<file path="src/rtl/jt12_mixacc.sv">
// ---------------------------------------------------------------------------
// jt12_mixacc
// Stereo operator/PCM frame accumulator. Enabled operator slots (or one PCM
// sample per frame) are summed over a frame of SLOTS clk_en slots. At each
// frame start the running sums move to hold registers. On the following
// clk_en edge the held values are scaled by the selected gain and limited
// (saturate or wrap), then presented on left/right with a one-clock
// sample_rdy pulse.
//
// Ports
//   clk, rst_n   clock, asynchronous active-low reset
//   clk_en       slot advance enable (all state holds when low)
//   zero         force a frame start on this slot
//   op_result    signed operator output for the current slot (WIN)
//   sum_en       current slot is a carrier to be summed
//   pcm_slot     current slot belongs to the PCM-capable channel
//   pcm_en       PCM replaces operator data on pcm_slot slots
//   pcm          signed PCM sample (WIN)
//   rl           {left enable, right enable}, sampled per slot
//   gain         0:x1 1:x1.25 2:x1.5 3:x2
//   clr_ovf      clear sticky overflow flags (acts without clk_en)
//   left, right  signed output samples (WOUT)
//   sample_rdy   one-clock strobe: left/right just updated
//   ovf_l, ovf_r sticky overflow flags
// ---------------------------------------------------------------------------
module jt12_mixacc #(
  parameter int WIN   = 9,
  parameter int WOUT  = 12,
  parameter int SLOTS = 24,
  parameter int LIMIT = 1
) (
  input  logic                   clk,
  input  logic                   rst_n,
  input  logic                   clk_en,
  input  logic                   zero,
  input  logic signed [WIN-1:0]  op_result,
  input  logic                   sum_en,
  input  logic                   pcm_slot,
  input  logic                   pcm_en,
  input  logic signed [WIN-1:0]  pcm,
  input  logic [1:0]             rl,
  input  logic [1:0]             gain,
  input  logic                   clr_ovf,
  output logic signed [WOUT-1:0] left,
  output logic signed [WOUT-1:0] right,
  output logic                   sample_rdy,
  output logic                   ovf_l,
  output logic                   ovf_r
);

  localparam int CW = (SLOTS > 2) ? $clog2(SLOTS) : 1;
  localparam int XW = WOUT + 2;  // wide enough for acc+in and for hold*2

  localparam logic signed [XW-1:0] MAXV = {3'b000, {(WOUT-1){1'b1}}};
  localparam logic signed [XW-1:0] MINV = {3'b111, {(WOUT-1){1'b0}}};

  // Reduce a wide value to WOUT bits: clamp when LIMIT, otherwise keep low bits.
  function automatic logic signed [WOUT-1:0] lim(input logic signed [XW-1:0] v);
    if (LIMIT != 0) begin
      if (v > MAXV) return MAXV[WOUT-1:0];
      if (v < MINV) return MINV[WOUT-1:0];
    end
    return v[WOUT-1:0];
  endfunction

  function automatic logic out_of_range(input logic signed [XW-1:0] v);
    return (v > MAXV) || (v < MINV);
  endfunction

  // Gain by shift-and-add; arithmetic shifts floor toward minus infinity.
  function automatic logic signed [XW-1:0] apply_gain(input logic signed [WOUT-1:0] h,
                                                      input logic [1:0] g);
    logic signed [XW-1:0] hx;
    hx = {{2{h[WOUT-1]}}, h};
    case (g)
      2'd0:    return hx;
      2'd1:    return hx + (hx >>> 2);
      2'd2:    return hx + (hx >>> 1);
      default: return hx <<< 1;
    endcase
  endfunction

  logic [CW-1:0]         slot_cnt;
  logic                  pcm_pend;
  logic                  gain_go;
  logic signed [WOUT-1:0] acc_l, acc_r;
  logic signed [WOUT-1:0] hold_l, hold_r;

  logic                  frame_start;
  logic                  use_pcm;
  logic                  pend_eff;
  logic                  en_l, en_r;
  logic signed [XW-1:0]  in_ext;
  logic signed [XW-1:0]  sum_l, sum_r;
  logic signed [XW-1:0]  g_l, g_r;
  logic signed [WOUT-1:0] acc_nxt_l, acc_nxt_r;
  logic                  acc_ovf_l, acc_ovf_r;
  logic                  set_l, set_r;
  logic [CW-1:0]         slot_nxt;

  // Slot input selection and accumulate path
  always_comb begin
    frame_start = zero | (slot_cnt == '0);
    use_pcm     = pcm_slot & pcm_en;
    pend_eff    = frame_start | pcm_pend;
    // PCM is summed only on the first PCM slot of a frame; later PCM slots add zero.
    if (use_pcm)
      in_ext = pend_eff ? {{(XW-WIN){pcm[WIN-1]}}, pcm} : '0;
    else
      in_ext = {{(XW-WIN){op_result[WIN-1]}}, op_result};
    en_l  = (sum_en | use_pcm) & rl[1];
    en_r  = (sum_en | use_pcm) & rl[0];
    sum_l = {{2{acc_l[WOUT-1]}}, acc_l} + in_ext;
    sum_r = {{2{acc_r[WOUT-1]}}, acc_r} + in_ext;

    if (frame_start) begin
      acc_nxt_l = en_l ? lim(in_ext) : '0;
      acc_nxt_r = en_r ? lim(in_ext) : '0;
      acc_ovf_l = en_l & out_of_range(in_ext);
      acc_ovf_r = en_r & out_of_range(in_ext);
    end else begin
      acc_nxt_l = en_l ? lim(sum_l) : acc_l;
      acc_nxt_r = en_r ? lim(sum_r) : acc_r;
      acc_ovf_l = en_l & out_of_range(sum_l);
      acc_ovf_r = en_r & out_of_range(sum_r);
    end

    if (frame_start)
      slot_nxt = CW'(1);
    else if (slot_cnt == CW'(SLOTS-1))
      slot_nxt = '0;
    else
      slot_nxt = slot_cnt + CW'(1);

    g_l   = apply_gain(hold_l, gain);
    g_r   = apply_gain(hold_r, gain);
    set_l = clk_en & (acc_ovf_l | (gain_go & out_of_range(g_l)));
    set_r = clk_en & (acc_ovf_r | (gain_go & out_of_range(g_r)));
  end

  // Slot counter, PCM pending flag and accumulators
  always_ff @(posedge clk or negedge rst_n) begin
    if (!rst_n) begin
      slot_cnt <= '0;
      pcm_pend <= 1'b1;
      gain_go  <= 1'b0;
      acc_l    <= '0;
      acc_r    <= '0;
      hold_l   <= '0;
      hold_r   <= '0;
    end else if (clk_en) begin
      slot_cnt <= slot_nxt;
      if (use_pcm)
        pcm_pend <= 1'b0;
      else if (frame_start)
        pcm_pend <= 1'b1;
      gain_go <= frame_start;
      if (frame_start) begin
        hold_l <= acc_l;
        hold_r <= acc_r;
      end
      acc_l <= acc_nxt_l;
      acc_r <= acc_nxt_r;
    end
  end

  // Gain/output stage: one clk_en after the frame start
  always_ff @(posedge clk or negedge rst_n) begin
    if (!rst_n) begin
      left       <= '0;
      right      <= '0;
      sample_rdy <= 1'b0;
    end else begin
      sample_rdy <= 1'b0;
      if (clk_en && gain_go) begin
        left       <= lim(g_l);
        right      <= lim(g_r);
        sample_rdy <= 1'b1;
      end
    end
  end

  // Sticky overflow: a new overflow wins over a simultaneous clear
  always_ff @(posedge clk or negedge rst_n) begin
    if (!rst_n) begin
      ovf_l <= 1'b0;
      ovf_r <= 1'b0;
    end else begin
      ovf_l <= (ovf_l & ~clr_ovf) | set_l;
      ovf_r <= (ovf_r & ~clr_ovf) | set_r;
    end
  end

endmodule

</file>
<file path="config.mk">
export PLATFORM = sky130hd
export DESIGN_NAME = jt12_mixacc
export DESIGN_NICKNAME = d
export VERILOG_FILES = /design/src/rtl/jt12_mixacc.sv
export SDC_FILE = /design/constraint.sdc
export NUM_CORES = 1
export LEC_CHECK = 0
export CAP_MARGIN = 20
export CORE_MARGIN = 2
export CORE_UTILIZATION = 35
export CTS_CLUSTER_SIZE = 8
export DETAILED_ROUTE_END_ITERATION = 6
export GPL_TIMING_DRIVEN = 0
export RECOVER_POWER = 25
export SLEW_MARGIN = 20
export SYNTH_ARGS = -nofsm -noshare
export SYNTH_HDL_FRONTEND = slang
export SYNTH_SLANG_ARGS = --single-unit
</file>
<file path="constraint.sdc">
create_clock -name clk -period 3.8 [get_ports clk]
set_input_delay 0.76 -clock clk [delete_from_list [all_inputs] [get_ports clk]]
set_output_delay 0.76 -clock clk [all_outputs]
set_load 0.01 [all_outputs]
</file>
==> Word-level counts from Yosys, hierarchy flattened <==
Index checks and enable logic that the tools add are counted.
{ "totals": {"reg_bits": 82, "inputBits": 30} }
{ "op_classes": {"n_addsub": 7, "n_lt_le_gt_ge": 10, "eq_ne": 3, "mux": 62, "bitwise_logic": 21, "n_reduce_logical": 15} }
{ "op_table": {"columns": ["op", "count"], "rows": [
  ["2-to-1 mux 12 bit", 26],
  ["one-hot mux 14 bit (3 select lines)", 2],
  ["greater-than comparator 14 x 12 -> 1 bit, second input constant", 5],
  ["< comparator 14 x 12 -> 1 bit, second input constant", 5],
  ["2-to-1 mux 1 bit", 30],
  ["adder 14 bit", 2],
  ["2-to-1 mux 14 bit", 2],
  ["adder 12 x 10 -> 13 bit", 2],
  ["adder 12 x 11 -> 13 bit", 2],
  ["AND 1 bit", 13],
  ["2-to-1 mux 5 bit", 2],
  ["AND reduction 2 bit", 4],
  ["OR 1 bit", 7],
  ["nonzero test 2 bit", 3],
  ["adder 5 x 1 -> 5 bit, second input constant", 1],
  ["== test 5 bit, second input constant", 1],
  ["logical NOT 5 bit", 1],
  ["logical OR 1 bit", 5],
  ["== test 2 x 1 -> 1 bit, second input constant", 1],
  ["== test 2 bit, second input constant", 1],
  ["logical NOT 2 bit", 1],
  ["logical AND 1 bit", 1],
  ["inverter 1 bit", 1]
]} }

==> Logic depth before layout (Yosys ltp) <==
{ "depth": {"depth_word": 14, "ltp_mapped": 19, "depth_no_buf": 17} }

==> Least setup slack after synthesis <==
OpenSTA, ideal clock, no wires.
{ "synth_path": {"kind": "input -> register", "startpoint": "input port zero", "endpoint": "register acc_l[10]", "arrival_ns": 3.882, "required_time_ns": 3.676, "setup_slack_ns": -0.206, "path_stages": 15, "n_path_buf": 1, "path_cell_list": "or2_2 > buf_2 > nor2_1 > nor2_1 > a21oi_1 > inv_1 > ha_1 > a21o_1 > and4_1 > nor3_2 > o41ai_4 > nand3b_2 > a31oi_4 > a21boi_4 > a21oi_2"} }
{ "synth_via": {"elab_chain_len": 13, "elab_cells_between_ends": 30, "classes_between": "1 x add/sub; 4 x order compare; 21 x mux; 2 x bitwise; 2 x reduce/logical"} }
{ "synth_rtl": {"columns": ["element", "line_no", "text"], "rows": [
  ["start, declared", "35", "input logic zero,"],
  ["OR 1 bit (*)", "103", "frame_start = zero | (slot_cnt == '0);"],
  ["OR 1 bit", "105", "pend_eff = frame_start | pcm_pend;"],
  ["2-to-1 mux 14 bit", "108", "in_ext = pend_eff ? {{(XW-WIN){pcm[WIN-1]}}, pcm} : '0;"],
  ["2-to-1 mux 14 bit", "107", "if (use_pcm)"],
  ["adder 14 bit", "113", "sum_l = {{2{acc_l[WOUT-1]}}, acc_l} + in_ext;"],
  ["greater-than comparator 14 x 12 -> 1 bit", "60", "if (v > MAXV) return MAXV[WOUT-1:0];"],
  ["2-to-1 mux 1 bit", "60", null],
  ["2-to-1 mux 1 bit", "116", "if (frame_start) begin"],
  ["2-to-1 mux 1 bit", "61", "if (v < MINV) return MINV[WOUT-1:0];"],
  ["2-to-1 mux 1 bit", "116", null],
  ["2-to-1 mux 12 bit", "63", "return v[WOUT-1:0];"],
  ["2-to-1 mux 12 bit", "122", "acc_nxt_l = en_l ? lim(sum_l) : acc_l;"],
  ["2-to-1 mux 12 bit", "116", null],
  ["end signal, assigned", "162", "acc_l <= acc_nxt_l;"],
  ["end, declared", "86", "logic signed [WOUT-1:0] acc_l, acc_r;"]
]} }
Every way passes the cells marked *; elsewhere a longest branch is shown, timed or not. The select of a mux whose other input is x is not followed.
A chain may end at the register's enable or synchronous reset.

==> Final worst setup path <==
{ "layout_path": {"startpoint": "input port pcm_en", "endpoint": "register acc_r[4]"} }
{ "layout_via": {"elab_chain_len": 11, "elab_cells_between_ends": 30, "classes_between": "1 x add/sub; 4 x order compare; 20 x mux; 3 x bitwise; 2 x reduce/logical"} }
{ "layout_rtl": {"columns": ["element", "line_no", "text"], "rows": [
  ["start, declared", "39", "input logic pcm_en,"],
  ["AND 1 bit (*)", "104", "use_pcm = pcm_slot & pcm_en;"],
  ["2-to-1 mux 14 bit", "107", null],
  ["adder 14 bit", "114", "sum_r = {{2{acc_r[WOUT-1]}}, acc_r} + in_ext;"],
  ["greater-than comparator 14 x 12 -> 1 bit", "60", null],
  ["2-to-1 mux 1 bit", "60", null],
  ["2-to-1 mux 1 bit", "116", null],
  ["2-to-1 mux 1 bit", "61", null],
  ["2-to-1 mux 1 bit", "116", null],
  ["2-to-1 mux 12 bit", "63", null],
  ["2-to-1 mux 12 bit", "123", "acc_nxt_r = en_r ? lim(sum_r) : acc_r;"],
  ["2-to-1 mux 12 bit", "116", null],
  ["end signal, assigned", "163", "acc_r <= acc_nxt_r;"],
  ["end, declared", "86", null]
]} }
Marked as above.

==> results by group <==
Outcome
  – Status: finished clean

Worst setup path
  – Worst path slowest cell: clkdlybuf4s50_1
  – Setup crit start kind: input port
  – Most frequent CP cell: a21oi_2
  – Crit path DAT: between 3 and 4 ns
  – CP bufs+invs: 5
  – CP peak stage delay: roughly 0.49 ns
  – Crit-path max FO: 8
  – Crit-path leading delay family: compound AO/OA/AOI/OAI gates
  – CP required: slightly above 4 ns
  – Crit path cell chain: clkdlybuf4s50_1 -> and2_4 -> buf_8 -> nand2_1 -> o21ai_4 -> ha_4 -> inv_2 -> fa_2 -> and3b_1 -> a211o_1 -> o211ai_1 -> buf_4 -> a21oi_2 -> a21oi_2 -> o21ai_2 -> buf_6 -> o21ai_0 -> o22a_1
  – Crit. End Element: flop
  – Crit Path Category: in -> reg

Placed design
  – GPL Wtd Cong: slightly below 0.9
  – Placed Cells: roughly 1,000
  – IO buf count: 56
  – Placed Instance Area: about 7600 µm²
  – HPWL after DPL: 12,800 µm

Power and ir drop
  – Internal: between 4 and 5 mW
  – Switching Share: 0.437
  – Sequential power share: 0.236
  – Leakage power: about 3.6 nW
  – Worst ir drop on vdd: around 0.32 mV
  – Part of the power in combinational logic: 0.647
  – Power density cells: a little under 900 nW/µm²
  – Switch Pwr: roughly 3.2 mW
  – Total power: around 7.4 mW
  – Clock power share: 0.118

Synth
  – Yosys top cell area share: 0.304
  – Post-Syn Nets: ~830
  – Area contributors post-synth: dfrtp_1 30%, ha_1 11%, mux2_2 6.6%
  – Area share of fa/ha/maj cells after synthesis: 0.139
  – Avg Cell Area, Syn: 8.97 µm²
  – Synth Flop Type: dfrtp_1
  – Post-Synth XOR/XNOR Area: 0.0447
  – Syn Inst Count: between 700 and 800
  – Ys async rst share: 1.00
  – Synthesized area: 6670 µm²
  – Seq cells post-synth: 82
  – Yosys top cell by area: dfrtp_1
  – Sequential share of the synthesized area: 0.308
  – Compound-Gate Fraction of Synth Area: 0.265
  – Warning count from the yosys run: 0
  – Synth unique cells: 87
  – Mux cell area share after synthesis: 0.0680
  – Main combinational cell family by area after synthesis: compound AO/OA/AOI/OAI gates
  – Post-Synth Simple-Gate Area: 0.137
  – Most frequent cell after synthesis: nand2_1
  – Top cells by count, synth: 97 x nand2_1, 81 x dfrtp_1, 68 x o21ai_0
  – Post-synth EDFFs: 0

Timing
  – Clock skew: around 0.011 ns
  – Tmin final: 3.74 ns
  – Worst slew margin: 0.0266
  – WHS: about 0.48 ns
  – FMAX: 267 MHz
  – Worst Tran Pin Value: approximately 1.5 ns
  – Crit share post-route: 0.984
  – Setup_tns: 0 ns
  – Max-slew violations: 0
  – Final setup violating endpoints: 0
  – Final Hold Fails: 0

Drt
  – Post-route DRC: 0
  – Vias post-DR: 5,894
  – Vias per cell: around 5.4
  – DRT iter0 DRCs: about 310
  – Post-route ant nets: 0
  – Initial DRT Pass Iterations: 7
  – Routed wire length per instance: between 15 and 20 µm
  – DRT Wirelength: 17,500 µm

Worst hold path
  – Hold crit path type: reg -> reg

Floorplan
  – Die W: 142 µm
  – Die Ht: 142 µm
  – Initial Util: 0.356
  – # rows: 50
  – Die area: about 20,000 µm²
  – Core area: between 15,000 and 20,000 µm²
  – IO Count: 57

Global routing
  – First-pass GRT wire length: 28,100 µm
  – Grt total ovfl: 0
  – Total GRT Usage: 0.173
  – Initial antenna violation count: 0
  – Pin count of the biggest net entering global routing: 57
  – Vias in the first global route: approximately 5,500

Cells and area
  – ANT cells: 0
  – Layout cells sized above 1: 0.232
  – Fin area: around 8500 µm²
  – Fillers: around 1,800
  – Layout net count: approximately 940
  – Area growth, synth to finish: 28.2%
  – Final cell count without fillers: 1,092

CTS
  – CTS Buffer Depth: 2
  – Clk_lat worst skew: approximately 0.35 ns
  – Clock transition at the registers of the reported paths: 0.06 ns
  – Total CTS buffers: 9
  – Clock sink count: a little over 80
  – CTS root buffer: clkbuf_16
  – Clock tree from TritonCTS: done
  – CTS HTree Levels: 3

Job
  – MaxCap Viol Count: 0
worst register-to-register path, stage by stage, from the launching register on:
cell	delay (ns)
dfrtp_1	0.40
inv_2	0.09
ha_4	0.13
nor4b_4	0.20
or2_4	0.25
nor2_4	0.07
buf_12	0.13
o21ai_4	0.24
ha_4	0.19
inv_2	0.04
fa_2	0.36
and3b_1	0.25
a211o_1	0.18
o211ai_1	0.11
buf_4	0.17
a21oi_2	0.14
a21oi_2	0.04
o21ai_2	0.21
buf_6	0.16
o21ai_0	0.11
o22a_1	0.17
registers in the layout, summed over array words and instances (netlist names):
signal and flops:
acc_l 12, acc_r 12, gain_go 1, hold_l 12
hold_r 12, left 12, ovf_l 1, ovf_r 1
pcm_pend 1, right 12, sample_rdy 1, slot_cnt 5
final timing paths:
kind                       slack (ns)        end  cells after the start   startpoint
min                              0.48  right[11]                      2    right[11]
max in group asynchronous        1.01  hold_l[4]                      2        rst_n
min reg2reg                      0.48  right[11]                      2    right[11]
max                              0.06   acc_r[4]                     18       pcm_en
max reg2reg                      0.06   acc_r[4]                     20  slot_cnt[0]
min in group asynchronous        0.75   right[1]                      1        rst_n
cell usage in the layout, fill, tap and decap left out, drive strengths merged, types with 7 or more instances in the layout:
cell / n
buf: 52
dfrtp: 81
o21ai: 92
nor2: 50
clkdlybuf4s50: 51
a21o: 13
xor2: 13
mux2: 39
a31oi: 13
a22oi: 12
nor3: 14
inv: 27
nand3: 7
xnor2: 21
a21oi: 49
a211oi: 10
and2: 8
maj3: 12
ha: 57
nand2: 98
clkbuf: 31
o22a: 9
o21a: 10
power groups by stage:
stage          sequential [mW]  clock (mW)  combinational, mW
6_report                  1.75       0.874               4.81
5_1_grt                   1.82       0.923               5.31
4_1_cts                   1.73       0.889               4.54
3_5_place_dp              1.73           0               4.28
3_3_place_gp              1.72           0               4.24
2_1_floorplan             1.63           0               3.29
cell type report:
class	count	area [µm²]	area share
buffer	28	199	0.0233
clock buffer	12	236	0.0277
clock inverter	4	52.6	0.00615
inverter	27	101	0.0119
multi-input combinational	606	4710	0.552
sequential	82	2050	0.240
tap	234	293	0.0343
timing repair buffer	99	897	0.105
per-layer routing:
| metal | track usage | share of wire | vias up |
|---|---|---|---|
| li1 | - | - | 2955 |
| met1 | 0.240 | 0.48 | 2766 |
| met2 | 0.277 | 0.45 | 147 |
| met3 | 0.0246 | 0.040 | 26 |
| met4 | 0.0589 | 0.023 | 0 |
| met5 | 0 | 0 | - |
logic make-up after synthesis:
family | after synthesis
AO/OA/AOI/OAI | 257
XOR/XNOR | 34
adder cells (fa/ha/maj) | 73
buffers and inverters | 56
flip-flops | 82
multiplexers | 40
AND/OR/NAND/NOR | 201
repair_timing:
action	in CTS	in global routing
setup endpoints to repair	48	39
gates cloned	2	0
endpoints found under the hold margin	0	0
hold buffers	0	0
setup buffers	20	21
gates resized for setup	58	40
pin swaps	22	28
through the flow:
| step | setup WS, ns | util |
|---|---|---|
| after global placement | -1.23 | 0.402 |
| after CTS | 0.00473 | 0.439 |
| final | 0.0599 | 0.457 |
| after floorplan | 0.0250 | - |
| after detailed placement | -1.24 | 0.404 |
| after global routing | -0.0816 | 0.457 |
(Power assumes the default switching activity.)
